--- config.mk ---
export PLATFORM = sky130hd
export DESIGN_NAME = ins_loader
export DESIGN_NICKNAME = d
export VERILOG_FILES = /design/src/rtl/ins_loader.sv
export SDC_FILE = /design/constraint.sdc
export NUM_CORES = 1
export LEC_CHECK = 0
export BUFFER_PORTS_ARGS = -buffer_cell sky130_fd_sc_hd__buf_4
export CORE_ASPECT_RATIO = 0.5
export CORE_UTILIZATION = 30
export CTS_CLUSTER_SIZE = 16
export DETAILED_ROUTE_END_ITERATION = 12
export MAX_ROUTING_LAYER = met4
export PLACE_DENSITY = 0.58
export SYNTH_ARGS = -nofsm -noshare
export SYNTH_HDL_FRONTEND = slang
export SYNTH_SLANG_ARGS = --single-unit
--- constraint.sdc ---
create_clock -name clock -period 3.5 [get_ports clock]
set_clock_uncertainty 0.05 [all_clocks]
set_input_delay 0.525 -clock clock [delete_from_list [all_inputs] [get_ports clock]]
set_output_delay 0.525 -clock clock [all_outputs]
set_load 0.02 [all_outputs]
--- src/rtl/ins_loader.sv ---
// Framed byte-stream program loader: parses SYNC/LEN/payload/CHK frames from
// a valid/ready byte source and writes the payload into instruction memory
// through its injection port, holding the CPU in reset until the frame verifies.
module ins_loader #(
    parameter int unsigned ADDR_WIDTH = 10,
    parameter int unsigned MEM_BYTES  = 1024,
    parameter logic [7:0]  SYNC_BYTE  = 8'hA5
) (
    input  logic                  clock,
    input  logic                  reset,
    input  logic [7:0]            rx_data,
    input  logic                  rx_valid,
    output logic                  rx_ready,
    output logic [ADDR_WIDTH-1:0] inject_addr,
    output logic [7:0]            inject_data,
    output logic                  inject_clock,
    output logic                  cpu_reset,
    output logic                  load_done,
    output logic                  load_error,
    output logic [ADDR_WIDTH:0]   byte_count
);

    localparam int unsigned CNT_W = ADDR_WIDTH + 1;
    localparam int unsigned LEN_W = 16;
    localparam logic [LEN_W-1:0] MAX_LEN = LEN_W'(MEM_BYTES);

    typedef enum logic [3:0] {
        S_IDLE,
        S_LEN_LO,
        S_LEN_HI,
        S_DATA,
        S_WSTB,
        S_WEND,
        S_CHECK,
        S_DONE,
        S_ERROR
    } state_t;

    state_t                  state_q;
    logic                    rx_ready_q;
    logic [ADDR_WIDTH-1:0]   addr_q;
    logic [7:0]              data_q;
    logic                    strobe_q;
    logic                    cpu_reset_q;
    logic                    done_q;
    logic                    error_q;
    logic [CNT_W-1:0]        count_q;
    logic [LEN_W-1:0]        len_q;
    logic [7:0]              sum_q;

    logic                    xfer;
    logic                    is_sync;
    logic [CNT_W-1:0]        count_d;
    logic [LEN_W-1:0]        len_d;
    logic [7:0]              sum_d;

    // Handshake decode and next values of the frame counters.
    assign xfer    = rx_valid & rx_ready_q;
    assign is_sync = (rx_data == SYNC_BYTE);
    assign count_d = count_q + CNT_W'(1);
    assign len_d   = {rx_data, len_q[7:0]};
    assign sum_d   = sum_q + rx_data;

    // Frame parser and write sequencer; every output is a register.
    always_ff @(posedge clock) begin
        if (reset) begin
            state_q     <= S_IDLE;
            rx_ready_q  <= 1'b1;
            addr_q      <= '0;
            data_q      <= '0;
            strobe_q    <= 1'b0;
            cpu_reset_q <= 1'b1;
            done_q      <= 1'b0;
            error_q     <= 1'b0;
            count_q     <= '0;
            len_q       <= '0;
            sum_q       <= '0;
        end else begin
            case (state_q)
                S_IDLE: begin
                    if (xfer && is_sync) begin
                        state_q <= S_LEN_LO;
                        count_q <= '0;
                        sum_q   <= '0;
                    end
                end

                S_LEN_LO: begin
                    if (xfer) begin
                        len_q   <= {8'h00, rx_data};
                        state_q <= S_LEN_HI;
                    end
                end

                S_LEN_HI: begin
                    if (xfer) begin
                        len_q <= len_d;
                        if (len_d > MAX_LEN) begin
                            state_q <= S_ERROR;
                            error_q <= 1'b1;
                        end else if (len_d == '0) begin
                            state_q <= S_CHECK;
                        end else begin
                            state_q <= S_DATA;
                        end
                    end
                end

                S_DATA: begin
                    // Address and data settle a full cycle ahead of the strobe.
                    if (xfer) begin
                        addr_q     <= count_q[ADDR_WIDTH-1:0];
                        data_q     <= rx_data;
                        sum_q      <= sum_d;
                        rx_ready_q <= 1'b0;
                        state_q    <= S_WSTB;
                    end
                end

                S_WSTB: begin
                    strobe_q <= 1'b1;
                    state_q  <= S_WEND;
                end

                S_WEND: begin
                    strobe_q   <= 1'b0;
                    count_q    <= count_d;
                    rx_ready_q <= 1'b1;
                    if (LEN_W'(count_d) == len_q) begin
                        state_q <= S_CHECK;
                    end else begin
                        state_q <= S_DATA;
                    end
                end

                S_CHECK: begin
                    if (xfer) begin
                        if (sum_d == 8'h00) begin
                            state_q     <= S_DONE;
                            done_q      <= 1'b1;
                            cpu_reset_q <= 1'b0;
                        end else begin
                            state_q <= S_ERROR;
                            error_q <= 1'b1;
                        end
                    end
                end

                S_DONE, S_ERROR: begin
                    // A new sync byte restarts loading; anything else is dropped.
                    if (xfer && is_sync) begin
                        state_q     <= S_LEN_LO;
                        done_q      <= 1'b0;
                        error_q     <= 1'b0;
                        cpu_reset_q <= 1'b1;
                        count_q     <= '0;
                        sum_q       <= '0;
                    end
                end

                default: begin
                    state_q <= S_IDLE;
                end
            endcase
        end
    end

    assign rx_ready     = rx_ready_q;
    assign inject_addr  = addr_q;
    assign inject_data  = data_q;
    assign inject_clock = strobe_q;
    assign cpu_reset    = cpu_reset_q;
    assign load_done    = done_q;
    assign load_error   = error_q;
    assign byte_count   = count_q;

endmodule

Yosys cells after proc, flatten, opt, wreduce, memory -nomap -nowiden
Index checks and enable logic that the tools add are counted.
{"block": "word_totals", "word_cells": 92, "regBits": 62, "output_inout_bits": 34, "latchBits": 0, "ram_bits": 0, "inputBits": 11, "mem_bits_ro": 0, "mem_count": 0}
{"block": "classes", "eq_ne": 19, "mux": 34, "mul": 0, "bitwise": 2, "div_mod_pow": 0, "reduce_logical": 22, "addsub": 2, "shifts": 0, "order_cmp": 1}
{"cell": "$mux 16", "n": 2}
{"cell": "$pmux 16 s2", "n": 1}
{"cell": "$mux 4", "n": 7}
{"cell": "$pmux 4 s7", "n": 1}
{"cell": "$pmux 11 s2", "n": 1}
{"cell": "$eq 11x16->1", "n": 1}
{"cell": "$eq 4x3->1 const B", "n": 4}
{"cell": "$gt 16x11->1 const B", "n": 1}
{"cell": "$logic_not 16->1", "n": 1}
{"cell": "$mux 8", "n": 2}
{"cell": "$ne 2x2->1 const B", "n": 8}
{"cell": "$pmux 8 s2", "n": 1}
{"cell": "$reduce_bool 2->1", "n": 6}
{"cell": "$add 11x1->11 const B", "n": 1}
{"cell": "$mux 1", "n": 11}
{"cell": "$mux 11", "n": 1}
{"cell": "$reduce_and 3->1", "n": 3}
{"cell": "$add 8x8->8", "n": 1}
{"cell": "$eq 4x2->1 const B", "n": 2}
{"cell": "$eq 8x8->1 const B", "n": 1}
{"cell": "$logic_not 8->1", "n": 1}
{"cell": "$pmux 1 s2", "n": 4}
{"cell": "$mux 3", "n": 2}
{"cell": "$reduce_and 2->1", "n": 3}
{"cell": "other kinds (14)", "n": 14}

Longest topological paths before layout
{"block": "depth", "depth_word": 5, "depth_mapped": 8, "depth_no_buf": 8}

Worst setup path before layout
OpenSTA, ideal clock, no wires.
{"block": "synth_path", "kind": "input to register", "start": "in rx_data[0]", "end": "reg state_q[3]", "arrival_ns": 2.375, "setup_slack_ns": 0.935, "required_ns": 3.311, "setup_time_ns": 0.139, "path_buffers": 0, "cell_stages": 8, "path_cell_list": "ha_1 > fa_1 > a211oi_1 > or3b_2 > nand3_1 > nor4_1 > a21o_1 > o22ai_1"}
{"block": "synth_between", "elab_chain_cells": 5, "word_cells_on_any_way": 12, "classes_between": "add/sub: 1; order compare: 1; eq/ne: 2; mux: 5; reduce/logical: 3"}
{"element": "start: declaration", "line_no": "11", "text": "input logic [7:0] rx_data,"}
{"element": "$add 8x8->8", "line_no": "62", "text": "assign sum_d = sum_q + rx_data;"}
{"element": "$logic_not 8->1", "line_no": "138", "text": "if (sum_d == 8'h00) begin"}
{"element": "$mux 4", "line_no": "138"}
{"element": "$mux 4", "line_no": "137", "text": "if (xfer) begin"}
{"element": "$pmux 4 s7", "line_no": "79", "text": "case (state_q)"}
{"element": "end signal: assignment", "line_no": "82", "text": "state_q <= S_LEN_LO;"}
{"element": "end signal: assignment", "line_no": "139", "text": "state_q <= S_DONE;"}
{"element": "end signal: assignment", "line_no": "143", "text": "state_q <= S_ERROR;"}
{"element": "end: declaration", "line_no": "39", "text": "state_t state_q;"}
Parallel ways exist; a longest one is shown, timed or not. The select of a mux whose other input is x is not followed.
A chain may end at the register's enable or synchronous reset.

Worst setup path in the final report
{"block": "layout_path", "start": "reg count_q[0], in the netlist byte_count[0]", "end": "reg state_q[2]"}
{"block": "layout_between", "elab_chain_cells": 4}
{"element": "start: declaration", "line_no": "47", "text": "logic [CNT_W-1:0] count_q;"}
{"element": "start signal: assignment", "line_no": "127", "text": "count_q <= count_d;"}
{"element": "$add 11x1->11", "line_no": "60", "text": "assign count_d = count_q + CNT_W'(1);"}
{"element": "$eq 11x16->1", "line_no": "129", "text": "if (LEN_W'(count_d) == len_q) begin"}
{"element": "$mux 3", "line_no": "129"}
{"element": "$pmux 4 s7", "line_no": "79"}
{"element": "end signal: assignment", "line_no": "82"}
{"element": "end signal: assignment", "line_no": "130", "text": "state_q <= S_CHECK;"}
{"element": "end signal: assignment", "line_no": "132", "text": "state_q <= S_DATA;"}
Every way passes these cells.

==> run metrics <==
Slowest-stage cell, CP=dfxtp_1; ys flop type=dfxtp_1; arrival time at the worst endpoint=~3000 ps; Synth cell types=55; EDFF count, synth=0; worst vdd ir=0.000204 V; H-tree levels=3; largest net degree at the start of global routing=65; RePlAce Congestion=~0.85; initial antenna violation count=0; Sequential Power Share=slightly below 40%; number of max-cap violations=0; top cells by area, synth=dfxtp_1, a21oi_1, nand2_1; Tightest Hold Check Type=reg -> reg; DIE HEIGHT=~77 um; CP dominant cell by count=nand3_1; most frequent cells after synthesis=dfxtp_1, nand2_1, a21oi_1; # clock sinks=62; vias post-DR=around 3300; Initial Util=between 30% and 40%; #FFs+latches synth=62; combinational share of power=between 15 and 20%; hold buffers post-CTS=0; count of pins over their slew limit=0; startpoint types=register; Synth area leader=dfxtp_1; Pre-antenna DRT Iters=5; CTS tree=done; die footprint=roughly 12000 sq um; I/O pin count=between 40 and 50; worst path buffer plus inverter count=0; layout cells sized above 1=between 10 and 15%; Worst Path Required=3720 ps; Slew @ Worst Pin=approximately 950 ps; grt ovf=0; Post-synth ARST share=0%; Antenna Cells=0; post-route clock period utilization=about four fifths; syn avg cell area=about 7.6 sq um; Switching Fraction=between 20% and 30%; Via density=~5.4; DP HPWL=6380 um; Final ANT Viol Nets=0; slowest cell delay on critical path=roughly 580 ps; RSZ-0062 raised after global routing=no; DRT Wirelength=roughly 9400 um; Synthesized Nets=between 400 and 500; TNS Setup=0 ps; Cells after Synth=about 440; Clk pwr share=45.2%; Die W=151 um; Setup Buffers After CTS=0; Post-route DRC=0; fraction of the yosys area taken by sequential cells=a little under two fifths; P_leak=~0.0015 uW; Crit. End Element=register; post-layout minimum cycle time=around 2800 ps; core area=roughly 11000 sq um; CP Cell Sequence=ha_1 > nand3_1 > nor2_1 > nand3_1 > o311ai_0 > nand4_1 > a21oi_2; Worst-path clk slew=50 ps; Max Buffers Root-to-Sink=2; Fmax=362 MHz; synthesis warning total=0; Rows=26; first-pass GRT wire length=15100 um; delay-heaviest family, CP=simple AND/OR/NAND/NOR gates; vias in the first global route=2938; critical path class=reg -> reg; fillers=1093; PostCTS Resize Cnt=0; post-synthesis cell area=3330 sq um; Critical R2R Launch=byte_count[0]; Routed WL per cell=about 15 um; top-area cell type share of the netlist area=between 30% and 40%; non-filler cells, final=roughly 610; outcome=complete, no violations; nets=486; Setup crit start=byte_count[0]; Inst Count DP=between 500 and 600; Syn-to-layout area delta=21.7%; total track usage=17.6%; Power Internal=approximately 1500 uW; PwrDens=493 nW/um^2; Worst-Skew Late Latency=between 300 and 400 ps; CTS Buf Count=9; endpoints failing setup=0; CP Max Fanout=13; PortBufs=44; Clock Root Buffer=clkbuf_16; DRT iter0 DRCs=approximately 240; NetSw=around 550 uW; slew margin rel.=36.8%; hold_sp=inject_clock; Final Hold Viols=0
==> registers in the layout (all words and copies together) (netlist names) <==
| name | flops |
|---|---|
| byte_count | 11 |
| cpu_reset | 1 |
| inject_addr | 10 |
| inject_clock | 1 |
| inject_data | 8 |
| len_q | 16 |
| load_done | 1 |
| load_error | 1 |
| rx_ready | 1 |
| state_q | 4 |
| sum_q | 8 |
==> layer usage <==
layer	vias to the layer above	GRT usage [%]	share of wire, %
met2	81	25.0	44
met1	1572	23.1	49
met5	-	-	0
met4	0	6.90	1.8
li1	1621	-	-
met3	15	5.15	4.6
==> logic make-up after synthesis <==
family | Yosys count | share of synthesized area, %
xor+xnor | 20 | 5.26
flops | 62 | 37.3
buf+inv | 33 | 3.75
simple gates | 188 | 27.1
fa+ha+maj | 9 | 3.61
compound gates | 125 | 23.0
==> layout by cell type, fill, tap and decap left out, types with 4 or more instances in the layout <==
master	synthesis	routed
clkbuf_16	0	9
nor4_1	7	7
nor2_1	53	53
a21o_1	5	5
nand3_1	14	14
nand2_1	62	62
a22oi_1	14	14
or3_1	6	6
ha_1	8	8
nand2b_1	4	4
nor2b_1	6	6
dfxtp_1	62	62
o211ai_1	4	4
xor2_1	4	4
a21oi_1	56	56
nor3_1	6	6
o21ai_0	17	17
buf_4	0	48
a211oi_1	4	4
xnor2_1	16	16
nand4_1	5	5
a31oi_1	5	5
and3_1	5	5
==> power by group through the flow <==
stage	logic, uW	registers [uW]	clock network (uW)
6_report	302	792	904
5_1_grt	335	798	952
4_1_cts	300	790	926
3_5_place_dp	299	805	0
3_3_place_gp	298	804	0
2_1_floorplan	235	786	0
==> path summary, 6_finish.rpt <==
kind / end / slack, ps / depth (start not counted)
max: state_q[2] / 740 / 7
min: inject_clock / 400 / 2
max reg2reg: state_q[2] / 740 / 7
min reg2reg: inject_clock / 400 / 2
==> through the flow <==
step | power (uW) | hold slack (ps) | area, sq um | setup slack [ps] | utilization [%]
2_1_floorplan | 1020 | 386 | 3330 | 935 | -
3_3_place_gp | 1100 | 394 | 3750 | 593 | 35.7
3_5_place_dp | 1100 | 397 | 3750 | 499 | 35.7
4_1_cts | 2020 | 405 | 4060 | 736 | 38.6
5_1_grt | 2080 | 425 | 4060 | 442 | 38.6
6_report | 2000 | 402 | 4060 | 739 | 38.6
==> layout make-up <==
cell class	count	area [sq um]	share of cell area, %
Multi-Input combinational cell	342	1970	48.5
Sequential cell	62	1240	30.6
Clock buffer	12	256	6.33
Timing Repair Buffer	48	360	8.89
Tap cell	140	175	4.32
Inverter	3	11.3	0.278
Clock inverter	4	45.0	1.11
==> worst min-delay path: cells and delay by family, from the launching register on <==
kind             cells  cell delay (ps)
AND/OR/NAND/NOR      1               50
AO/OA/AOI/OAI        1               50
flip-flops           1              300
Power figures use the tool's default switching activity.
